<file path="src/rtl/gb_pkg.sv">
// Shared definitions for the parallel-port nibble receiver: assembler
// state encoding, default FIFO depth and the status-word bit layout
// used by the 1E40_0000 register decoder.
package gb_pkg;

  typedef enum logic {
    ST_LO = 1'b0,
    ST_HI = 1'b1
  } asm_state_t;

  localparam int unsigned DEF_FIFO_DEPTH = 4;

  localparam logic [31:0] STATUS_ADDR       = 32'h1E40_0000;
  localparam int unsigned STAT_RD_VALID_BIT = 0;
  localparam int unsigned STAT_OVERFLOW_BIT = 1;
  localparam int unsigned STAT_TIMEOUT_BIT  = 2;

endpackage

</file>
<file path="src/rtl/pport_fifo.sv">
// First-word-fall-through FIFO with a registered head stage.
// Entries land in the memory array first and are moved into the head
// register on the following edge, so rd_valid/rd_data are always flop
// outputs. count is total occupancy (memory plus head).
module pport_fifo #(
  parameter int unsigned DEPTH = 4,
  parameter int unsigned WIDTH = 8
) (
  input  logic                       clk,
  input  logic                       rst,
  input  logic                       push,
  input  logic [WIDTH-1:0]           wr_data,
  input  logic                       pop,
  output logic [WIDTH-1:0]           rd_data,
  output logic                       rd_valid,
  output logic [$clog2(DEPTH):0]     count,
  output logic                       full,
  output logic                       empty
);

  localparam int unsigned AW = $clog2(DEPTH);
  localparam int unsigned CW = AW + 1;

  logic [WIDTH-1:0] mem [DEPTH];
  logic [AW-1:0]    wr_ptr;
  logic [AW-1:0]    rd_ptr;
  logic [CW-1:0]    mem_cnt;
  logic [CW-1:0]    cnt;
  logic [WIDTH-1:0] head_q;
  logic             head_v;

  logic pop_ok;
  logic push_ok;
  logic load;

  // Handshake qualification: pops need a valid head, pushes need room
  // unless a pop frees a slot in the same cycle.
  always_comb begin
    pop_ok  = pop & head_v;
    full    = (cnt == CW'(DEPTH));
    empty   = ~head_v;
    push_ok = push & (~full | pop_ok);
    load    = (mem_cnt != '0) & (~head_v | pop_ok);
  end

  // Storage array; contents need no reset, occupancy is tracked separately.
  always_ff @(posedge clk) begin
    if (push_ok) mem[wr_ptr] <= wr_data;
  end

  // Pointers, occupancy counters and the registered head entry.
  always_ff @(posedge clk or posedge rst) begin
    if (rst) begin
      wr_ptr  <= '0;
      rd_ptr  <= '0;
      mem_cnt <= '0;
      cnt     <= '0;
      head_q  <= '0;
      head_v  <= 1'b0;
    end else begin
      if (push_ok) wr_ptr <= wr_ptr + 1'b1;
      if (load)    rd_ptr <= rd_ptr + 1'b1;
      mem_cnt <= mem_cnt + CW'(push_ok) - CW'(load);
      cnt     <= cnt + CW'(push_ok) - CW'(pop_ok);
      if (load) begin
        head_q <= mem[rd_ptr];
        head_v <= 1'b1;
      end else if (pop_ok) begin
        head_v <= 1'b0;
      end
    end
  end

  assign rd_data  = head_q;
  assign rd_valid = head_v;
  assign count    = cnt;

endmodule

</file>
<file path="src/rtl/pport_nibble_rx.sv">
// Parallel-port nibble receiver: synchronizes the remote nibble bus and
// strobe, assembles {high, low} nibble pairs into bytes and queues them
// in a FWFT FIFO for the bus decoder.
// Optional feature: define PPORT_RX_TIMEOUT_EN to abandon a pending low
// nibble after TIMEOUT_CYCLES clocks and flag it on timeout.
module pport_nibble_rx
  import gb_pkg::*;
#(
  parameter int unsigned FIFO_DEPTH     = DEF_FIFO_DEPTH,
  parameter int unsigned SYNC_STAGES    = 2,
  parameter logic [19:0] TIMEOUT_CYCLES = 20'd1000000
) (
  input  logic                          clk,
  input  logic                          cold_reset,
  input  logic [3:0]                    remote_d,
  input  logic                          remote_data_ready,
  output logic                          remote_ack,
  input  logic                          rd_pop,
  output logic [7:0]                    rd_data,
  output logic                          rd_valid,
  output logic [$clog2(FIFO_DEPTH):0]   fifo_count,
  output logic                          overflow,
  output logic                          timeout,
  input  logic                          clr_flags
);

  logic [3:0]             d_sync [SYNC_STAGES];
  logic [SYNC_STAGES-1:0] stb_sync;
  logic                   edge_q;
  logic                   armed;
  logic [2:0]             fill_cnt;
  logic                   rise;
  logic [3:0]             d_last;

  asm_state_t state_q, state_d;
  logic [3:0] lo_q, lo_d;
  logic [7:0] byte_q, byte_d;
  logic       push_q, push_d;
  logic       ack_q, ack_d;
  logic       tmo_hit;
  logic       tmo_evt;

  logic       fifo_full;
  logic       fifo_empty;
  logic       pop_req;
  logic       ovf_q;

  // Synchronizer chains for the nibble bus and the strobe.
  always_ff @(posedge clk or posedge cold_reset) begin
    if (cold_reset) begin
      for (int unsigned i = 0; i < SYNC_STAGES; i++) d_sync[i] <= '0;
      stb_sync <= '0;
    end else begin
      d_sync[0] <= remote_d;
      for (int unsigned i = 1; i < SYNC_STAGES; i++) d_sync[i] <= d_sync[i-1];
      stb_sync <= {stb_sync[SYNC_STAGES-2:0], remote_data_ready};
    end
  end

  // Edge-detect register; detection stays disarmed until the chain has
  // refilled after reset so a strobe already high is not seen as an edge.
  always_ff @(posedge clk or posedge cold_reset) begin
    if (cold_reset) begin
      edge_q   <= 1'b0;
      armed    <= 1'b0;
      fill_cnt <= '0;
    end else begin
      edge_q <= stb_sync[SYNC_STAGES-1];
      if (!armed) begin
        if (fill_cnt == 3'(SYNC_STAGES)) armed <= 1'b1;
        else                             fill_cnt <= fill_cnt + 1'b1;
      end
    end
  end

  assign rise   = armed & stb_sync[SYNC_STAGES-1] & ~edge_q;
  assign d_last = d_sync[SYNC_STAGES-1];

`ifdef PPORT_RX_TIMEOUT_EN
  logic [19:0] tcnt;

  // Cycles spent waiting for the high nibble; reloaded on every capture.
  always_ff @(posedge clk or posedge cold_reset) begin
    if (cold_reset)                   tcnt <= '0;
    else if (state_q == ST_HI && !rise) tcnt <= tcnt + 1'b1;
    else                              tcnt <= '0;
  end

  assign tmo_hit = (state_q == ST_HI) && (tcnt == TIMEOUT_CYCLES - 20'd1);

  logic tmo_q;

  // Sticky timeout flag; a coincident set beats the clear.
  always_ff @(posedge clk or posedge cold_reset) begin
    if (cold_reset)     tmo_q <= 1'b0;
    else if (tmo_evt)   tmo_q <= 1'b1;
    else if (clr_flags) tmo_q <= 1'b0;
  end

  assign timeout = tmo_q;
`else
  assign tmo_hit = 1'b0;
  assign timeout = 1'b0;
`endif

  // Assembler next state: low nibble first, byte issued on the high one.
  always_comb begin
    state_d = state_q;
    lo_d    = lo_q;
    byte_d  = byte_q;
    push_d  = 1'b0;
    ack_d   = ack_q;
    tmo_evt = 1'b0;
    case (state_q)
      ST_LO: begin
        if (rise) begin
          lo_d    = d_last;
          ack_d   = ~ack_q;
          state_d = ST_HI;
        end
      end
      ST_HI: begin
        if (rise) begin
          byte_d  = {d_last, lo_q};
          push_d  = 1'b1;
          ack_d   = ~ack_q;
          state_d = ST_LO;
        end else if (tmo_hit) begin
          tmo_evt = 1'b1;
          state_d = ST_LO;
        end
      end
      default: state_d = ST_LO;
    endcase
  end

  // Assembler registers; the byte is pushed the cycle after HI capture.
  always_ff @(posedge clk or posedge cold_reset) begin
    if (cold_reset) begin
      state_q <= ST_LO;
      lo_q    <= '0;
      byte_q  <= '0;
      push_q  <= 1'b0;
      ack_q   <= 1'b0;
    end else begin
      state_q <= state_d;
      lo_q    <= lo_d;
      byte_q  <= byte_d;
      push_q  <= push_d;
      ack_q   <= ack_d;
    end
  end

  assign pop_req = rd_pop & ~fifo_empty;

  // Sticky overflow: a push found the FIFO full with no pop to make room.
  always_ff @(posedge clk or posedge cold_reset) begin
    if (cold_reset)                           ovf_q <= 1'b0;
    else if (push_q && fifo_full && !pop_req) ovf_q <= 1'b1;
    else if (clr_flags)                       ovf_q <= 1'b0;
  end

  pport_fifo #(
    .DEPTH (FIFO_DEPTH),
    .WIDTH (8)
  ) u_fifo (
    .clk      (clk),
    .rst      (cold_reset),
    .push     (push_q),
    .wr_data  (byte_q),
    .pop      (pop_req),
    .rd_data  (rd_data),
    .rd_valid (rd_valid),
    .count    (fifo_count),
    .full     (fifo_full),
    .empty    (fifo_empty)
  );

  assign remote_ack = ack_q;
  assign overflow   = ovf_q;

endmodule

</file>
<file path="config.mk">
export PLATFORM = sky130hd
export DESIGN_NAME = pport_nibble_rx
export DESIGN_NICKNAME = d
export VERILOG_FILES = /design/src/rtl/gb_pkg.sv /design/src/rtl/pport_fifo.sv /design/src/rtl/pport_nibble_rx.sv
export SDC_FILE = /design/constraint.sdc
export NUM_CORES = 1
export LEC_CHECK = 0
export CAP_MARGIN = 20
export CORE_MARGIN = 8
export CORE_UTILIZATION = 40
export CTS_CLUSTER_SIZE = 16
export DETAILED_ROUTE_END_ITERATION = 6
export PLACE_DENSITY = 0.57
export SETUP_SLACK_MARGIN = 0.2
export SYNTH_ARGS = -nofsm -noshare
export SYNTH_HDL_FRONTEND = slang
export SYNTH_HIERARCHICAL = 1
export SYNTH_SLANG_ARGS = --single-unit
</file>
<file path="constraint.sdc">
create_clock -name clk -period 2.3 [get_ports clk]
set_input_delay 0.46 -clock clk [delete_from_list [all_inputs] [get_ports clk]]
set_output_delay 0.46 -clock clk [all_outputs]
set_load 0.01 [all_outputs]
</file>
==> flow_summary.ini, run 1 <==
[timing]
skew_ns = 0.01458
worst_pin_slew_ns = 0.7543
finalSetupTns_ns = 0
finalHoldViolCount = 0
fin_crit_ns = 2.016
timing.slew.headroom_pct = 49.66
grt_setup_unrepaired = true
max_freq_mhz = 496.0
finalSetupViolations = 0
fin_hold_ws_ns = 0.2736
setup_ws_ns = 0.2840
maxSlewViolCount = 0
period_share_pct = 87.65

[layout]
nFillCells = 666
finalNetCount = 242
final_cell_mix = 49 x dfrtp_1, 32 x edfxtp_1, 21 x clkdlybuf4s50_1
layout-drive-gt1-share_pct = 33.33
final_cell_count_no_fill = 327
multi_input_area_um2 = 975.9
seq_area_um2 = 2213
area_growth_pct = 20.56
final_common_cell = dfrtp_1
antenna_cells = 0

[yosys]
ys_types = 30
synth_seq_area_share_pct = 68.58
async_flop_share_pct = 60.98
synth-main-ff-cell = dfrtp_1
synth_top_area_cell = dfrtp_1
netlist.area_leader.share_pct = 38.79
synth_edf_count = 32
syn_avg_cell_area_um2 = 17.72
synth_top_cells_by_area = dfrtp_1 39%, edfxtp_1 30%, mux2_4 7.4%
synth_area_um2 = 3226
yosys_register_bits = 82
synth.net_count = 204
syn-instance-count = 182
ys_warn_count = 6

[min_path]
hp-class = primary input to asynchronous set/reset pin

[floorplan]
fp.dieArea_um2 = 11190
io_pins = 24
core_area_um2 = 7767
initial_core_util_pct = 41.53
fp.dieH_um = 105.8
fp.dieW_um = 105.8
placementRows = 32

[clock_tree]
clk_pin_slew_ns = 0.09
h-tree-depth = 3
clock_latency_ns = 0.35
cts_buffers = 9
cts-root-to-sink-buffers = 2
cts-root-buf = clkbuf_8
cts_tree = done
cts_sinks = 82
ctsHoldBuffers = 0

[place]
portBuffers = 22
gp_congestion = 0.6764
place_inst = 308
place_ws_ns = -0.2909
dp.final_hpwl_mm = 3.556

[global_route]
track_usage_pct = 9.151
met2_usage_pct = 15.28
grt_first_pass_wirelength_mm = 7.969
grt_use_met3_pct = 3.837
grt_most_used_layer = met2
grt_pass1_vias = 1666
grt_max_degree = 31
use_met1_pct = 9.674
antenna_found_initial = 0
overflow = 0

[route]
wl_mm = 4.758
dr.pass1.iters = 4
initialDrtViolationCount = 44
postRouteAntennaNets = 0
drcViolationCount = 0
via_count = 1486
wl_per_cell_um = 14.55
viasPerCell = 4.544

[power]
netSwitchingFraction_pct = 28.73
combPwrFrac_pct = 29.8
ir_drop_v = 0.0003568
power_density_nw_per_um2 = 1249
seqPwrFrac_pct = 48.3
switchingPower_mw = 1.396
intPower_mw = 3.462
leakage_nw = 1.595
pwr-share-clk_pct = 22.0

[worst_setup_path]
critical_path_buf_inv_count = 3
critPathRequiredTime_ns = 2.54
worstPathMaxFanout = 4
cp_top_family = adder cells
crit_type = flop to flop
critPathLaunchType = flop
critPathSlowestCell = dfrtp_1
crit_top_cell = inv_2
cpPeakStageDelay_ns = 0.46
crit_chain = nor3b_4, a21boi_2, inv_2, ha_4, inv_2, ha_4, inv_2, fa_2, xnor2_2, xnor2_1
endpoint_kind = flop
worstPathArrival_ns = 2.25

[status]
status = completed

[job]
maxCapViolations = 0
[registers in the layout, summed over array words and instances (netlist names), 4 cells and up]
register	cells
u_fifo/rd_data	8
u_fifo/mem	32
lo_q	4
byte_q	8
d_last	4
d_sync	4
[worst reg2reg max path, cell delays in order (launching register included)]
cell and delay, ns:
dfrtp_1 0.46, nor3b_4 0.27, a21boi_2 0.10, inv_2 0.07, ha_4 0.20, inv_2 0.06, ha_4 0.11, inv_2 0.03
fa_2 0.34, xnor2_2 0.15, xnor2_1 0.12
[cell usage after synthesis (2+ instances only)]
library cell,n
mux2_2,5
fa_1,2
inv_1,18
nor2b_1,3
nand2_1,5
xor2_1,3
and2_1,4
nor2_1,2
ha_1,11
dfrtp_1,50
mux2_4,16
edfxtp_1,32
buf_6,2
mux4_2,8
xnor2_1,6
[power groups by stage]
stage          logic, mW  clock network [mW]  registers, mW
6_report            1.45                1.07           2.34
5_1_grt             1.59                1.17           2.41
4_1_cts             1.47                1.10           2.36
3_5_place_dp        1.45                   0           2.39
3_3_place_gp        1.39                   0           2.34
2_1_floorplan       1.06                   0           2.28
[per-stage QoR]
stage	area (um2)	power (mW)	util [%]
floorplan	3297	3.340	-
global placement	3649	3.726	46.97
detailed placement	3649	3.838	46.97
CTS	3882	4.932	49.98
global route	3889	5.170	50.06
finish	3889	4.858	50.06
[logic make-up (layout without fill, tap and decap cells)]
family	after synthesis	count (layout)	share of synthesized area [%]
other	1	1	0.1163
XOR/XNOR	9	9	2.444
buffers and inverters	23	66	3.297
AO/OA/AOI/OAI	4	4	1.048
flip-flops	82	82	68.58
multiplexers	31	31	15.44
AND/OR/NAND/NOR	19	19	3.569
adder cells (fa/ha/maj)	13	13	5.508
[layer usage]
layer	wire length, um	up-vias
met2	2448	24
met3	240	8
met4	87	0
met5	0	-
li1	-	701
met1	1982	753
[cell type report]
class,instances,share of cell area (%)
well taps,102,3.282
clock inverters,6,1.866
repair buffers,32,7.561
multi-input cells,77,25.10
flip-flops and latches,82,56.92
inverters,18,1.737
clock buffers,10,3.539
[timing repair]
item                                    in CTS  in global routing
pin swaps                                    7                  1
resized for setup                            2                  1
endpoints found under the setup margin       2                  1
buffers inserted                             3                  0
[worst paths after layout]
check | startpoint | end | slack (ns) | cells past startpoint
worst max-delay path | u_fifo/count[1] | u_fifo/mem_cnt[2] | 0.28 | 10
min in group clk | d_sync[6] | d_last[2] | 0.35 | 0
worst max register to register | u_fifo/count[1] | u_fifo/mem_cnt[2] | 0.28 | 10
worst min-delay path | cold_reset | overflow | 0.27 | 2
worst min register to register | d_sync[6] | d_last[2] | 0.35 | 0
max in group asynchronous | cold_reset | u_fifo/rd_valid | 1.21 | 2
(Power assumes the default switching activity.)
==> run 2: changes to the inputs <==
--- a/config.mk
+++ b/config.mk
@@ -5,12 +5,14 @@
 export SDC_FILE = /design/constraint.sdc
 export NUM_CORES = 1
 export LEC_CHECK = 0
-export CAP_MARGIN = 20
+export CAP_MARGIN = 25
+export CELL_PAD_IN_SITES_DETAIL_PLACEMENT = 0
+export CELL_PAD_IN_SITES_GLOBAL_PLACEMENT = 2
 export CORE_MARGIN = 8
-export CORE_UTILIZATION = 40
+export CORE_UTILIZATION = 39
 export CTS_CLUSTER_SIZE = 16
 export DETAILED_ROUTE_END_ITERATION = 6
-export PLACE_DENSITY = 0.57
+export PLACE_DENSITY = 0.71
 export SETUP_SLACK_MARGIN = 0.2
 export SYNTH_ARGS = -nofsm -noshare
 export SYNTH_HDL_FRONTEND = slang
==> run 2 against run 1 <==
  * Clock skew is 0.0049 ns lower
  * Sequential power hardly changed
  * Routed wire length is 2.5% lower
  * First-iteration DRC count is 23% higher
  * Worst setup slack better by 0.0071 ns
  * Final cell count is 0.92% higher
  * Global-route usage is 0.053 points higher
  * Via count is 0.87% lower
  * Final area is 0.58% lower
==> flow_summary.ini, run 2 (same netlist as run 1, synthesis figures left out) <==
[timing]
maxSlewViolCount = 0
fin_crit_ns = 2.009
setup_ws_ns = 0.2911
skew_ns = 0.009686
fin_hold_ws_ns = 0.3533
finalHoldViolCount = 0
timing.slew.headroom_pct = 51.91
max_freq_mhz = 497.8
worst_pin_slew_ns = 0.7205
finalSetupViolations = 0
grt_setup_unrepaired = true
finalSetupTns_ns = 0
period_share_pct = 87.34

[place]
gp_congestion = 0.6802
postPlaceCellArea_um2 = 3652
place_ws_ns = -0.2719
place_inst = 311
portBuffers = 22
dp.final_hpwl_mm = 3.373

[global_route]
track_usage_pct = 9.204
grt_pass1_vias = 1665
grt_max_degree = 32
overflow = 0
antenna_found_initial = 0
grt_first_pass_wirelength_mm = 8.128

[layout]
largest-register = u_fifo/mem
postLayoutCellArea_um2 = 3866
final_cell_count_no_fill = 330
final_common_cell = dfrtp_1
nFillCells = 679
final_cell_mix = 49 x dfrtp_1, 32 x edfxtp_1, 21 x clkdlybuf4s50_1
seq_area_um2 = 2213
layout-drive-gt1-share_pct = 33.33
area_growth_pct = 19.86
multi_input_area_um2 = 975.9
antenna_cells = 0
finalNetCount = 242
largest_reg_flops = 32
final_util_pct = 47.53

[min_path]
min-delay-start = d_sync[6]
hp-class = flop to flop

[worst_setup_path]
crit_chain = nor3b_4, a21boi_2, inv_2, ha_4, inv_2, ha_4, inv_2, fa_2, xnor2_2, xnor2_1
critPathRequiredTime_ns = 2.53
crit_type = flop to flop
endpoint_kind = flop
worstPathArrival_ns = 2.24
worstPathMaxFanout = 4
critical_path_buf_inv_count = 3
setup.worst_path.start = u_fifo/count[1]
cp_top_family = adder cells
critPathLaunchType = flop
crit_top_cell = inv_2
cpPeakStageDelay_ns = 0.46
reg2reg_from = u_fifo/count[1]
critPathSlowestCell = dfrtp_1

[floorplan]
io_pins = 24
initial_core_util_pct = 39.66
core_area_um2 = 8134
fp.dieArea_um2 = 11440
fp.dieW_um = 106.9
fp.dieH_um = 106.9
placementRows = 33

[route]
dr.pass1.iters = 4
wl_mm = 4.638
wl_per_cell_um = 14.05
postRouteAntennaNets = 0
via_count = 1473
initialDrtViolationCount = 54
viasPerCell = 4.464
drcViolationCount = 0

[clock_tree]
cts_tree = done
ctsHoldBuffers = 0
cts_sinks = 82
clk_pin_slew_ns = 0.09
h-tree-depth = 3
cts-root-buf = clkbuf_8
clock_latency_ns = 0.34
cts-root-to-sink-buffers = 2
cts_buffers = 9

[power]
power_density_nw_per_um2 = 1227
ir_drop_v = 0.0003932
p_total_mw = 4.745
leakage_nw = 1.577

[job]
maxCapViolations = 0

[status]
status = completed
[run 2: per-layer routing]
| metal | track usage, % | part of all wire [%] | up-vias |
|---|---|---|---|
| li1 | - | - | 699 |
| met1 | 10.64 | 43 | 746 |
| met2 | 15.01 | 50 | 24 |
| met3 | 3.839 | 5.3 | 4 |
| met4 | 3.317 | 0.99 | 0 |
| met5 | 0 | 0 | - |
[run 2: path summary, 6_finish.rpt]
| check | cells past startpoint | to | slack (ns) |
|---|---|---|---|
| min in group asynchronous | 3 | overflow | 0.52 |
| min | 0 | d_last[2] | 0.35 |
| max in group asynchronous | 2 | u_fifo/rd_valid | 1.24 |
| min reg2reg | 0 | d_last[2] | 0.35 |
| max | 10 | u_fifo/mem_cnt[2] | 0.29 |
| max reg2reg | 10 | u_fifo/mem_cnt[2] | 0.29 |
[run 2: layout make-up]
type                       instances  share of cell area [%]
clock buffer                       9                   3.204
clock inverter                     7                   1.553
inverter                          18                   1.748
multi-input combinational         77                   25.24
sequential                        82                   57.25
tap                              105                   3.398
timing repair buffer              32                   7.605
[run 2: worst reg2reg max path, cell delays in order, from the launching register on]
cell and delay [ns]:
dfrtp_1 0.46, nor3b_4 0.25, a21boi_2 0.10, inv_2 0.08, ha_4 0.20, inv_2 0.06, ha_4 0.12, inv_2 0.03
fa_2 0.34, xnor2_2 0.14, xnor2_1 0.13
[run 2: timing repair]
item	in CTS	in global routing
setup buffers	2	1
pin swaps	5	1
hold endpoints to repair	0	0
resized for setup	1	2
setup endpoints to repair	2	3
[run 2: power breakdown]
group	switching [mW]	internal, mW	total, mW
combinational	0.506	0.945	1.45
sequential	0.360	1.98	2.34
clock	0.545	0.410	0.955
total	1.41	3.33	4.75
==> run 3: changes to the inputs <==
--- a/config.mk
+++ b/config.mk
@@ -14,6 +14,7 @@
 export DETAILED_ROUTE_END_ITERATION = 6
 export PLACE_DENSITY = 0.71
 export SETUP_SLACK_MARGIN = 0.2
+export SLEW_MARGIN = 40
 export SYNTH_ARGS = -nofsm -noshare
 export SYNTH_HDL_FRONTEND = slang
 export SYNTH_HIERARCHICAL = 1
==> run 3 against run 2 <==
  * Die area is the same
  * Worst setup slack about the same
  * Register-to-register slack about the same
  * Routed wire length is essentially flat
  * Final area unchanged
  * Largest cell class unchanged
==> flow_summary.ini, run 3 (same netlist as run 1, synthesis figures left out) <==
[layout]
final_common_cell = dfrtp_1
area_growth_pct = 19.86
final_cell_count_no_fill = 330
finalNetCount = 242
final_util_pct = 47.53
antenna_cells = 0
layout-drive-gt1-share_pct = 33.33
largest_reg_flops = 32
final_cell_mix = 49 x dfrtp_1, 32 x edfxtp_1, 21 x clkdlybuf4s50_1
largest-register = u_fifo/mem
nFillCells = 679

[timing]
setup_ws_ns = 0.2915
fin_crit_ns = 2.008
finalHoldViolCount = 0
maxSlewViolCount = 0
timing.slew.headroom_pct = 54.54
grt_setup_unrepaired = true
finalSetupTns_ns = 0
finalSetupViolations = 0
max_freq_mhz = 497.9
skew_ns = 0.009514
worst_pin_slew_ns = 0.6777
period_share_pct = 87.32

[route]
wl_mm = 4.636
dr.pass1.iters = 4
via_count = 1473
viasPerCell = 4.464
postRouteAntennaNets = 0
drcViolationCount = 0
wl_per_cell_um = 14.05
initialDrtViolationCount = 54

[clock_tree]
clk_pin_slew_ns = 0.09
cts_sinks = 82
cts-root-buf = clkbuf_8
cts_tree = done
h-tree-depth = 3
ctsHoldBuffers = 0
cts-root-to-sink-buffers = 2
clock_latency_ns = 0.34
cts_buffers = 9

[power]
switchingPower_mw = 1.410
p_total_mw = 4.745
netSwitchingFraction_pct = 29.72
ir_drop_v = 0.0003932
pwr-share-clk_pct = 20.1
power_density_nw_per_um2 = 1227
intPower_mw = 3.335
combPwrFrac_pct = 30.6
leakage_nw = 1.573
seqPwrFrac_pct = 49.3

[global_route]
grt_pass1_vias = 1665
overflow = 0
antenna_found_initial = 0
grt_first_pass_wirelength_mm = 8.128
grt_max_degree = 32
track_usage_pct = 9.204

[job]
maxCapViolations = 0

[place]
place_inst = 311
gp_congestion = 0.6802
dp.final_hpwl_mm = 3.373
portBuffers = 22
place_ws_ns = -0.2719

[worst_setup_path]
crit_chain = nor3b_4, a21boi_2, inv_2, ha_4, inv_2, ha_4, inv_2, fa_2, xnor2_2, xnor2_1
critPathLaunchType = flop
cpPeakStageDelay_ns = 0.46
endpoint_kind = flop
critPathRequiredTime_ns = 2.53
worstPathMaxFanout = 4
critPathSlowestCell = dfrtp_1
worstPathArrival_ns = 2.24
crit_top_cell = inv_2
rrSetupSlack_ns = 0.29
crit_type = flop to flop

[floorplan]
initial_core_util_pct = 39.66
fp.dieW_um = 106.9
fp.dieArea_um2 = 11440
io_pins = 24
fp.dieH_um = 106.9
core_area_um2 = 8134
placementRows = 33

[status]
status = completed

[min_path]
hp-class = flop to flop
-- run 3: cell count changes in the layout (fill, tap and decap cells not counted) --
cell and change:
inv_1 -1, clkinv_1 +1
-- run 3: final cells by class --
| class | instances | area [um2] | area share, % |
|---|---|---|---|
| inverter | 18 | 67.56 | 1.748 |
| timing repair buffer | 32 | 294.0 | 7.605 |
| sequential | 82 | 2213 | 57.25 |
| tap | 105 | 131.4 | 3.398 |
| clock buffer | 9 | 123.9 | 3.204 |
| clock inverter | 7 | 60.06 | 1.553 |
| multi-input combinational | 77 | 975.9 | 25.24 |
-- run 3: timing repair --
action	in CTS	in global routing
gates resized for setup	1	2
pin swaps	5	1
buffers inserted	2	1
setup endpoints to repair	2	3
-- run 3: worst paths after layout --
check / cells past startpoint / startpoint / endpoint
worst max-delay path: 10 / u_fifo/count[1] / u_fifo/mem_cnt[2]
worst min-delay path: 0 / d_sync[6] / d_last[2]
worst max register to register: 10 / u_fifo/count[1] / u_fifo/mem_cnt[2]
worst min register to register: 0 / d_sync[6] / d_last[2]
max in group asynchronous: 2 / cold_reset / u_fifo/rd_valid
min in group asynchronous: 2 / cold_reset / u_fifo/rd_valid
-- run 3: metrics by stage --
stage	hold slack (ns)	instance area (um2)
floorplan	0.3312	3297
global placement	0.3341	3652
detailed placement	0.3347	3652
CTS	0.3550	3850
global route	0.3634	3866
finish	0.3533	3866
-- run 3: per-layer routing --
layer	share of wire, %	wire (um)	global-route usage (%)
met1	43	2009	10.64
met2	50	2335	15.01
met3	5.3	245	3.839
met4	0.99	46	3.317
met5	0	0	0
-- run 3: power by group through the flow --
stage | Sequential [mW] | Clock, mW | Combinational (mW)
after floorplan | 2.28 | 0 | 1.06
after CTS | 2.35 | 0.995 | 1.46
after global placement | 2.34 | 0 | 1.39
after detailed placement | 2.38 | 0 | 1.45
final | 2.34 | 0.955 | 1.45
after global routing | 2.41 | 1.06 | 1.60
-- run 3: critical path: cells and delay by family, from the launching register on --
family	cells	cell delay (ns)
fa+ha+maj	3	0.66
xor+xnor	2	0.27
flops	1	0.46
buf+inv	3	0.17
simple gates	1	0.25
compound gates	1	0.10
